### src/rtl/alu_trojan_monitor.sv
// Compares clean vs suspect ALU outputs and probe switching activity, raising a sticky alarm.
// Optional first-mismatch capture is built when TROJAN_MON_CAPTURE_EN is defined.
module alu_trojan_monitor #(
  parameter int DATA_W          = 4,
  parameter int PROBE_W         = 8,
  parameter int CNT_W           = 16,
  parameter int WINDOW          = 64,
  parameter int MISMATCH_THRESH = 1,
  parameter int TOGGLE_THRESH   = 8
) (
  input  logic               clk,
  input  logic               rst,
  input  logic               enable,
  input  logic               clear,
  input  logic               in_valid,
  input  logic [DATA_W-1:0]  a,
  input  logic [DATA_W-1:0]  b,
  input  logic [1:0]         op,
  input  logic [DATA_W-1:0]  result_ref,
  input  logic               carry_ref,
  input  logic               zero_ref,
  input  logic [DATA_W-1:0]  result_dut,
  input  logic               carry_dut,
  input  logic               zero_dut,
  input  logic [PROBE_W-1:0] ref_probe,
  input  logic [PROBE_W-1:0] dut_probe,
  output logic               alarm,
  output logic               mismatch_pulse,
  output logic               toggle_flag,
  output logic               window_done,
  output logic [CNT_W-1:0]   mismatch_cnt,
  output logic [CNT_W-1:0]   sample_cnt,
  output logic [DATA_W-1:0]  first_a,
  output logic [DATA_W-1:0]  first_b,
  output logic [1:0]         first_op,
  output logic               first_valid
);
  typedef enum logic [1:0] {IDLE, ARMED, ALERT} state_t;

  localparam int               WIN_W    = (WINDOW > 2) ? $clog2(WINDOW) : 1;
  localparam logic [WIN_W-1:0] WIN_LAST = WIN_W'(WINDOW - 1);
  localparam logic [WIN_W-1:0] WIN_ONE  = WIN_W'(1);
  localparam logic [CNT_W-1:0] CNT_MAX  = '1;
  localparam logic [CNT_W-1:0] CNT_ONE  = CNT_W'(1);
  localparam logic [CNT_W-1:0] MM_TH    = CNT_W'(MISMATCH_THRESH);
  localparam logic [CNT_W-1:0] TG_TH    = CNT_W'(TOGGLE_THRESH);

  state_t             state_q, state_d;
  logic [WIN_W-1:0]   win_q, win_d;
  logic [PROBE_W-1:0] prev_ref_q, prev_ref_d, prev_dut_q, prev_dut_d;
  logic [CNT_W-1:0]   acc_ref_q, acc_ref_d, acc_dut_q, acc_dut_d;
  logic [CNT_W-1:0]   mcnt_q, mcnt_d, scnt_q, scnt_d;
  logic               alarm_q, alarm_d, mpulse_q, mpulse_d;
  logic               tflag_q, tflag_d, wdone_q, wdone_d;

  logic               proc, mm, win_last, viol;
  logic [CNT_W-1:0]   hd_ref, hd_dut, sum_ref, sum_dut, diff;

  assign proc     = in_valid & enable & ~clear & (state_q != IDLE);
  assign mm       = (result_ref != result_dut) | (carry_ref != carry_dut) | (zero_ref != zero_dut);
  assign win_last = (win_q == WIN_LAST);
  assign hd_ref   = CNT_W'($countones(ref_probe ^ prev_ref_q));
  assign hd_dut   = CNT_W'($countones(dut_probe ^ prev_dut_q));
  assign sum_ref  = acc_ref_q + hd_ref;
  assign sum_dut  = acc_dut_q + hd_dut;
  assign diff     = (sum_dut >= sum_ref) ? (sum_dut - sum_ref) : (sum_ref - sum_dut);
  assign viol     = win_last & (diff > TG_TH);

  always_comb begin
    state_d    = state_q;
    win_d      = win_q;
    prev_ref_d = prev_ref_q;
    prev_dut_d = prev_dut_q;
    acc_ref_d  = acc_ref_q;
    acc_dut_d  = acc_dut_q;
    mcnt_d     = mcnt_q;
    scnt_d     = scnt_q;
    tflag_d    = tflag_q;
    mpulse_d   = 1'b0;
    wdone_d    = 1'b0;
    if (clear) begin
      state_d    = enable ? ARMED : IDLE;
      win_d      = '0;
      prev_ref_d = '0;
      prev_dut_d = '0;
      acc_ref_d  = '0;
      acc_dut_d  = '0;
      mcnt_d     = '0;
      scnt_d     = '0;
      tflag_d    = 1'b0;
    end else begin
      case (state_q)
        IDLE:    if (enable) state_d = ARMED;
        ARMED:   if (!enable) state_d = IDLE;
        ALERT:   state_d = ALERT;
        default: state_d = IDLE;
      endcase
      if (proc) begin
        mpulse_d   = mm;
        if (mm && mcnt_q != CNT_MAX) mcnt_d = mcnt_q + CNT_ONE;
        if (scnt_q != CNT_MAX) scnt_d = scnt_q + CNT_ONE;
        prev_ref_d = ref_probe;
        prev_dut_d = dut_probe;
        if (win_last) begin
          // Window verdict includes the closing sample's own activity.
          wdone_d   = 1'b1;
          win_d     = '0;
          acc_ref_d = '0;
          acc_dut_d = '0;
          if (viol) tflag_d = 1'b1;
        end else begin
          win_d     = win_q + WIN_ONE;
          acc_ref_d = sum_ref;
          acc_dut_d = sum_dut;
        end
        if (state_q == ARMED && (mcnt_d >= MM_TH || viol)) state_d = ALERT;
      end
    end
    alarm_d = (state_d == ALERT);
  end

  always_ff @(posedge clk or posedge rst) begin
    if (rst) begin
      state_q    <= IDLE;
      win_q      <= '0;
      prev_ref_q <= '0;
      prev_dut_q <= '0;
      acc_ref_q  <= '0;
      acc_dut_q  <= '0;
      mcnt_q     <= '0;
      scnt_q     <= '0;
      alarm_q    <= 1'b0;
      mpulse_q   <= 1'b0;
      tflag_q    <= 1'b0;
      wdone_q    <= 1'b0;
    end else begin
      state_q    <= state_d;
      win_q      <= win_d;
      prev_ref_q <= prev_ref_d;
      prev_dut_q <= prev_dut_d;
      acc_ref_q  <= acc_ref_d;
      acc_dut_q  <= acc_dut_d;
      mcnt_q     <= mcnt_d;
      scnt_q     <= scnt_d;
      alarm_q    <= alarm_d;
      mpulse_q   <= mpulse_d;
      tflag_q    <= tflag_d;
      wdone_q    <= wdone_d;
    end
  end

  assign alarm          = alarm_q;
  assign mismatch_pulse = mpulse_q;
  assign toggle_flag    = tflag_q;
  assign window_done    = wdone_q;
  assign mismatch_cnt   = mcnt_q;
  assign sample_cnt     = scnt_q;

`ifdef TROJAN_MON_CAPTURE_EN
  logic [DATA_W-1:0] first_a_q, first_b_q;
  logic [1:0]        first_op_q;
  logic              first_valid_q;

  always_ff @(posedge clk or posedge rst) begin
    if (rst) begin
      first_a_q     <= '0;
      first_b_q     <= '0;
      first_op_q    <= '0;
      first_valid_q <= 1'b0;
    end else if (clear) begin
      first_a_q     <= '0;
      first_b_q     <= '0;
      first_op_q    <= '0;
      first_valid_q <= 1'b0;
    end else if (proc && mm && !first_valid_q) begin
      first_a_q     <= a;
      first_b_q     <= b;
      first_op_q    <= op;
      first_valid_q <= 1'b1;
    end
  end

  assign first_a     = first_a_q;
  assign first_b     = first_b_q;
  assign first_op    = first_op_q;
  assign first_valid = first_valid_q;
`else
  logic unused_cap;
  assign unused_cap  = ^{a, b, op};
  assign first_a     = '0;
  assign first_b     = '0;
  assign first_op    = '0;
  assign first_valid = 1'b0;
`endif
endmodule

### config.mk
export PLATFORM = sky130hd
export DESIGN_NAME = alu_trojan_monitor
export DESIGN_NICKNAME = d
export VERILOG_FILES = /design/src/rtl/alu_trojan_monitor.sv
export SDC_FILE = /design/constraint.sdc
export NUM_CORES = 1
export LEC_CHECK = 0
export ABC_CLOCK_PERIOD_IN_PS = 11000
export CAP_MARGIN = 20
export CELL_PAD_IN_SITES_DETAIL_PLACEMENT = 1
export CELL_PAD_IN_SITES_GLOBAL_PLACEMENT = 1
export CORE_MARGIN = 2
export CORE_UTILIZATION = 46
export DETAILED_ROUTE_END_ITERATION = 16
export PLACE_DENSITY = 0.95
export SLEW_MARGIN = 20
export SYNTH_ARGS = -nofsm -noshare
export SYNTH_HDL_FRONTEND = slang
export SYNTH_SLANG_ARGS = --single-unit
### constraint.sdc
create_clock -name clk -period 11 [get_ports clk]
set_input_delay 1.1 -clock clk [delete_from_list [all_inputs] [get_ports clk]]
set_output_delay 1.1 -clock clk [all_outputs]
set_load 0.01 [all_outputs]
# After elaboration in Yosys (flattened, before gate mapping)
# Cells that the tools add are included.
# totals
input_bits,43
ff_bits,92
wordCells,103
out_inout_bits,47
# classes
addsub,21
mux,38
n_bitwise,9
order_cmp,3
eq_ne,9
reduce_logical,11
# op_table
cell,count
$mux 16,15
$add 16x1->16 const B,2
$add 16x4->16,2
$mux 8,4
$ne 16x16->1 const B,2
$sub 16x16->16,2
$mux 6,3
$add 1x1->2,8
$ge 16x1->1 const B,1
$ge 16x16->1,1
$gt 16x4->1 const B,1
$xor 8x8->8,2
$add 2x2->3,4
$mux 1,10
$mux 2,5
$reduce_bool 2->1,5
$add 3x3->4,2
$add 6x1->6 const B,1
$eq 6x6->1 const B,1
$pmux 2 s3,1
$and 1x1->1,4
$eq 2x2->1 const B,2
$ne 4x4->1,1
$reduce_and 3->1,1
other kinds (8),11

# Longest topological paths before layout
# depth
depth_word,15
depth_mapped,28
mapped_depth_nobuf,27

# Worst setup path after synthesis
# OpenSTA, ideal clock, no wires.
# synth_timing
path_kind,input-to-reg
from,in ref_probe[0]
to,reg state_q[0]
stages,28
t_required_ns,10.878
slack_ns,3.719
n_path_buf,1
t_arrival_ns,7.159
setup_time_ns,0.122
path_cell_list,xor2_1 -> fa_1 -> fa_1 -> inv_1 -> fa_1 -> fa_1 -> inv_1 -> fa_1 -> a21o_1 -> a21oi_1 -> nor2_1 -> and3_1 -> and3_1 -> and3_1 -> nand3_1 -> xor2_1 -> inv_1 -> ha_1 -> nand3_1 -> nor2_2 -> a41oi_4 -> and2_4 -> buf_6 -> or4b_1 -> and3_1 -> nand4_2 -> o21ai_1 -> o2111a_1
# synth_between
elab_chain_cells,14
word_cells_on_any_way,16
classes_between,6 x add/sub; 2 x order compare; 4 x mux; 2 x bitwise; 2 x reduce/logical
# synth_rtl
item,line_no,source
from (decl),25,"input logic [PROBE_W-1:0] ref_probe,"
$xor 8x8->8 (*),62,assign hd_ref = CNT_W'($countones(ref_probe ^ prev_ref_q));
$add 1x1->2 (implied by the code) (*),62,
$add 2x2->3 (implied by the code) (*),62,
$add 3x3->4 (implied by the code) (*),62,
$add 16x4->16 (*),64,assign sum_ref = acc_ref_q + hd_ref;
$sub 16x16->16 or $ge 16x16->1 (tied branches),66,assign diff = (sum_dut >= sum_ref) ? (sum_dut - sum_ref) : (sum_ref - sum_dut);
$mux 16 (*),66,
$gt 16x4->1 (*),67,assign viol = win_last & (diff > TG_TH);
$and 1x1->1 (*),67,
$logic_or 1x1->1 (*),116,if (state_q == ARMED && (mcnt_d >= MM_TH || viol)) state_d = ALERT;
$logic_and 1x1->1 (*),116,
$mux 2 (*),116,
$mux 2 (*),98,if (proc) begin
$mux 2 (*),81,if (clear) begin
via state_d[0],48,"state_t state_q, state_d;"
to (signal assigned),137,state_q <= state_d;
to (decl),48,
# The timed path passes the listed nets; every way through them passes the cells marked *.
# A chain may end at the register's enable or synchronous reset.

# Worst setup path after layout
# layout_timing
from,in ref_probe[0]
to,"reg alarm_q, in the netlist alarm"
# layout_between
elab_chain_cells,15
word_cells_on_any_way,17
classes_between,6 x add/sub; 2 x order compare; 1 x eq/ne; 4 x mux; 2 x bitwise; 2 x reduce/logical
# layout_rtl
item,line_no,source
$xor 8x8->8 (*),62,
$add 1x1->2 (implied by the code) (*),62,
$add 2x2->3 (implied by the code) (*),62,
$add 3x3->4 (implied by the code) (*),62,
$add 16x4->16 (*),64,
$sub 16x16->16 or $ge 16x16->1 (tied branches),66,
$mux 16 (*),66,
$gt 16x4->1 (*),67,
$and 1x1->1 (*),67,
$logic_or 1x1->1 (*),116,
$logic_and 1x1->1 (*),116,
$mux 2 (*),116,
$mux 2 (*),98,
$mux 2 (*),81,
$eq 2x2->1 (*),119,alarm_d = (state_d == ALERT);
via alarm_d,53,"logic alarm_q, alarm_d, mpulse_q, mpulse_d;"
to (signal assigned),145,alarm_q <= alarm_d;
to (decl),53,
# Marks and branches as above.

==> metrics <==
number of global-route vias before repair=roughly 7.4k; async set-or-reset flop fraction in the synthesized netlist=1.000; total via count in the routed design=about 7k; clock skew=slightly above 0.01 ns; clock transition at the registers of the reported paths=~0.07 ns; category of the most critical setup path=primary input to flop; Post-synth EDFFs=0; final worst path period share=0.7893; DR iter-0 viols=462; Area contributors post-synth=sky130_fd_sc_hd__dfrtp_1 31%, sky130_fd_sc_hd__ha_1 7.8%, sky130_fd_sc_hd__xor2_1 6.2%; fraction of layout instances using a drive strength above 1=0.03966; total number of clock tree sinks=92; wire length of the first global-routing pass=roughly 38,000 um; mean area per synthesized cell=approximately 8.4 um2; Place WS=~2.2 ns; standard cell area after detailed placement=roughly 8000 um2; achievable clock frequency=between 100 and 150 MHz; Worst EP arrival=between 8 and 9 ns; maximum level of the CTS H-tree=3; required time of the critical path=11.27 ns; final instance area=between 8000 and 9000 um2; number of detailed-routing iterations run before antenna repair=5; GRT Util Overall=0.2793; dominant synthesized flop cell=sky130_fd_sc_hd__dfrtp_1; overall power consumption=1.864 mW; share of the synthesized area in the top cell type=0.3114; TritonCTS clock tree=yes; crit path launch type=primary input; worst-path maximum fanout=8; number of nets in the layout=around 1.0k; hold-fix buffer count after cts=0; startpoint of the worst register-to-register path=prev_ref_q[0]; setup slack of the worst register-to-register path=roughly 3.2 ns; top cell types by occurrence after synthesis=108 x sky130_fd_sc_hd__nand2_1, 92 x sky130_fd_sc_hd__dfrtp_1, 77 x sky130_fd_sc_hd__nor2_1, 60 x sky130_fd_sc_hd__o21ai_0, 52 x sky130_fd_sc_hd__xor2_1; total power divided by cell area=219.6 nW/um2; Critical Path Sink Type=flop; insertion delay to the later sink of the worst-skew pair=between 0.3 and 0.4 ns; cell type with the highest aggregate area in the netlist=sky130_fd_sc_hd__dfrtp_1; cell with the most instances after synthesis=sky130_fd_sc_hd__nand2_1; final-layout setup total negative slack=0 ns; Synth cell types=78; final max-slew violation count=0; final-report setup violation count=0; drt via density=5.990; DRC=0; vertical extent of the die=between 100 and 150 um; worst setup slack after layout=~2.3 ns; first element of the critical path=ref_probe[0]; post-detailed-routing wire length=between 20,000 and 25,000 um; post-route minimum period=approximately 8.7 ns; I/O pin cnt=90; post-cts resize count=0; fillcell total=~1.9k; Syn-to-layout area delta=14.84%; total number of placement rows=46; number of warning messages in the yosys log=0; Final Hold Fails=0; synthesized cell area=approximately 7400 um2; Final Wtd Congestion=0.8678; RSZ-0062 raised after global routing=false; worst hold path startpoint=acc_ref_q[15]; average wire per cell in the routed design=about 20 um; leakage power summed over all cells=slightly below 4 nW; TritonCTS buffer count=9; count of max-cap constraint violations=0; Max Buffers Root-to-Sink=2; number of antenna diodes=0; Die Outline Area=around 17,000 um2; remaining number of nets flagged by the antenna check after routing=0; antenna violations before repair=0; run status=finished, final reports clean; Mapped Cells=881; sum of net half-perimeters after detailed placement=roughly 16,000 um; headroom to the max-slew limit=0.3525; largest net degree at the start of global routing=approximately 70; post-CTS setup buffers=0; overall overflow remaining after global route=0; VDD IR max=0.1942 mV; library cell used as clock root buffer=sky130_fd_sc_hd__clkbuf_16; register area share after synthesis=0.3114; core box area=about 16,000 um2; total of flip-flops plus latches after synthesis=92; Starting Density=0.4688; horizontal die dimension=~130 um; Tightest Pin Transition=~0.97 ns; worst min path class=flop to flop; # port buffers=just under 70
==> path summary, 6_finish.rpt <==
| kind | end | depth (start not counted) |
|---|---|---|
| max reg2reg | alarm | 27 |
| min reg2reg | acc_ref_q[15] | 1 |
| max | alarm | 28 |
| min | acc_ref_q[15] | 1 |
| min in group asynchronous | mismatch_cnt[4] | 2 |
| max in group asynchronous | acc_dut_q[9] | 3 |
==> state kept, by name, summed over array words and instances (netlist names) <==
name,cells
mismatch_cnt,16
mismatch_pulse,1
sample_cnt,16
acc_ref_q,16
acc_dut_q,16
prev_ref_q,8
alarm,1
win_q,6
toggle_flag,1
window_done,1
state_q,2
prev_dut_q,8
==> final cells by class <==
type                       instances  area (um2)  share of cell area
multi-input combinational        703        4716              0.5554
sequential                        92        2302              0.2711
timing repair buffer              74       720.7             0.08488
tap                              216       270.3             0.03183
clock buffer                      12       256.5             0.03021
inverter                          50       190.2             0.02240
clock inverter                     2       35.03            0.004126
==> kinds of logic after synthesis <==
kind of cell | Yosys count | synth area share
adders and majority gates | 58 | 0.1103
xor gates and xnor gates | 89 | 0.1054
other | 1 | 0.0005072
buffers and inverters | 96 | 0.05754
AOI/OAI and AO/OA | 217 | 0.1945
muxes | 4 | 0.005585
DFF | 92 | 0.3114
and+or+nand+nor | 324 | 0.2148
==> critical path: stages <==
cell,delay [ns]
sky130_fd_sc_hd__clkdlybuf4s50_1,0.50
sky130_fd_sc_hd__xor2_1,0.27
sky130_fd_sc_hd__fa_1,0.51
sky130_fd_sc_hd__fa_1,0.57
sky130_fd_sc_hd__inv_1,0.06
sky130_fd_sc_hd__fa_1,0.57
sky130_fd_sc_hd__fa_1,0.21
sky130_fd_sc_hd__inv_1,0.07
sky130_fd_sc_hd__fa_1,0.41
sky130_fd_sc_hd__a21o_1,0.18
sky130_fd_sc_hd__a21oi_1,0.34
sky130_fd_sc_hd__nor2_1,0.19
sky130_fd_sc_hd__and3_1,0.28
sky130_fd_sc_hd__and3_1,0.26
sky130_fd_sc_hd__and3_1,0.26
sky130_fd_sc_hd__nand3_1,0.12
sky130_fd_sc_hd__xor2_1,0.36
sky130_fd_sc_hd__inv_1,0.08
sky130_fd_sc_hd__ha_1,0.40
sky130_fd_sc_hd__nand3_1,0.18
sky130_fd_sc_hd__nor2_2,0.26
sky130_fd_sc_hd__a41oi_4,0.18
sky130_fd_sc_hd__and2_4,0.24
sky130_fd_sc_hd__or4b_1,0.50
sky130_fd_sc_hd__and3_1,0.24
sky130_fd_sc_hd__nand4_2,0.22
sky130_fd_sc_hd__o21ai_1,0.17
sky130_fd_sc_hd__a31oi_1,0.18
==> routing by layer <==
metal / global-route usage / up-vias / part of all wire
li1: - / 3152 / -
met1: 0.3401 / 3499 / 0.42
met2: 0.5000 / 181 / 0.51
met3: 0.04764 / 51 / 0.042
met4: 0.09700 / 0 / 0.025
met5: 0 / - / 0
==> cell usage in the layout (no fill, tap or decap), drive strengths merged, types with 7 or more instances in the layout <==
master and instances:
and3 23, nor2 78, inv 50, a21o 17, and2 12, a31oi 8
o21a 7, conb 11, o31ai 11, a21oi 44, dfrtp 92, ha 46
nand4 17, clkdlybuf4s50 67, xor2 52, buf 7, nand2b 7, fa 12
nor2b 8, clkbuf 12, nand3 23, o21ai 72, xnor2 37, or3 9
nor3 14, nand2 108, a211oi 10
==> metrics by stage <==
step | cells | utilization | hold WS [ns]
floorplan | 891 | - | 0.4425
global placement | 1135 | 0.5196 | 0.4676
detailed placement | 1135 | 0.5196 | 0.4813
CTS | 1149 | 0.5381 | 0.4930
global route | 1149 | 0.5384 | 0.5108
finish | 1149 | 0.5384 | 0.4904
==> where the power goes <==
group	internal (mW)	total, mW	leakage (nW)	switching (mW)
combinational	0.478	1.19	2.42	0.712
clock	0.186	0.324	0.145	0.137
sequential	0.345	0.351	1.28	0.00641
total	1.01	1.86	3.85	0.856
No activity file was read; power rests on OpenSTA's default activity.
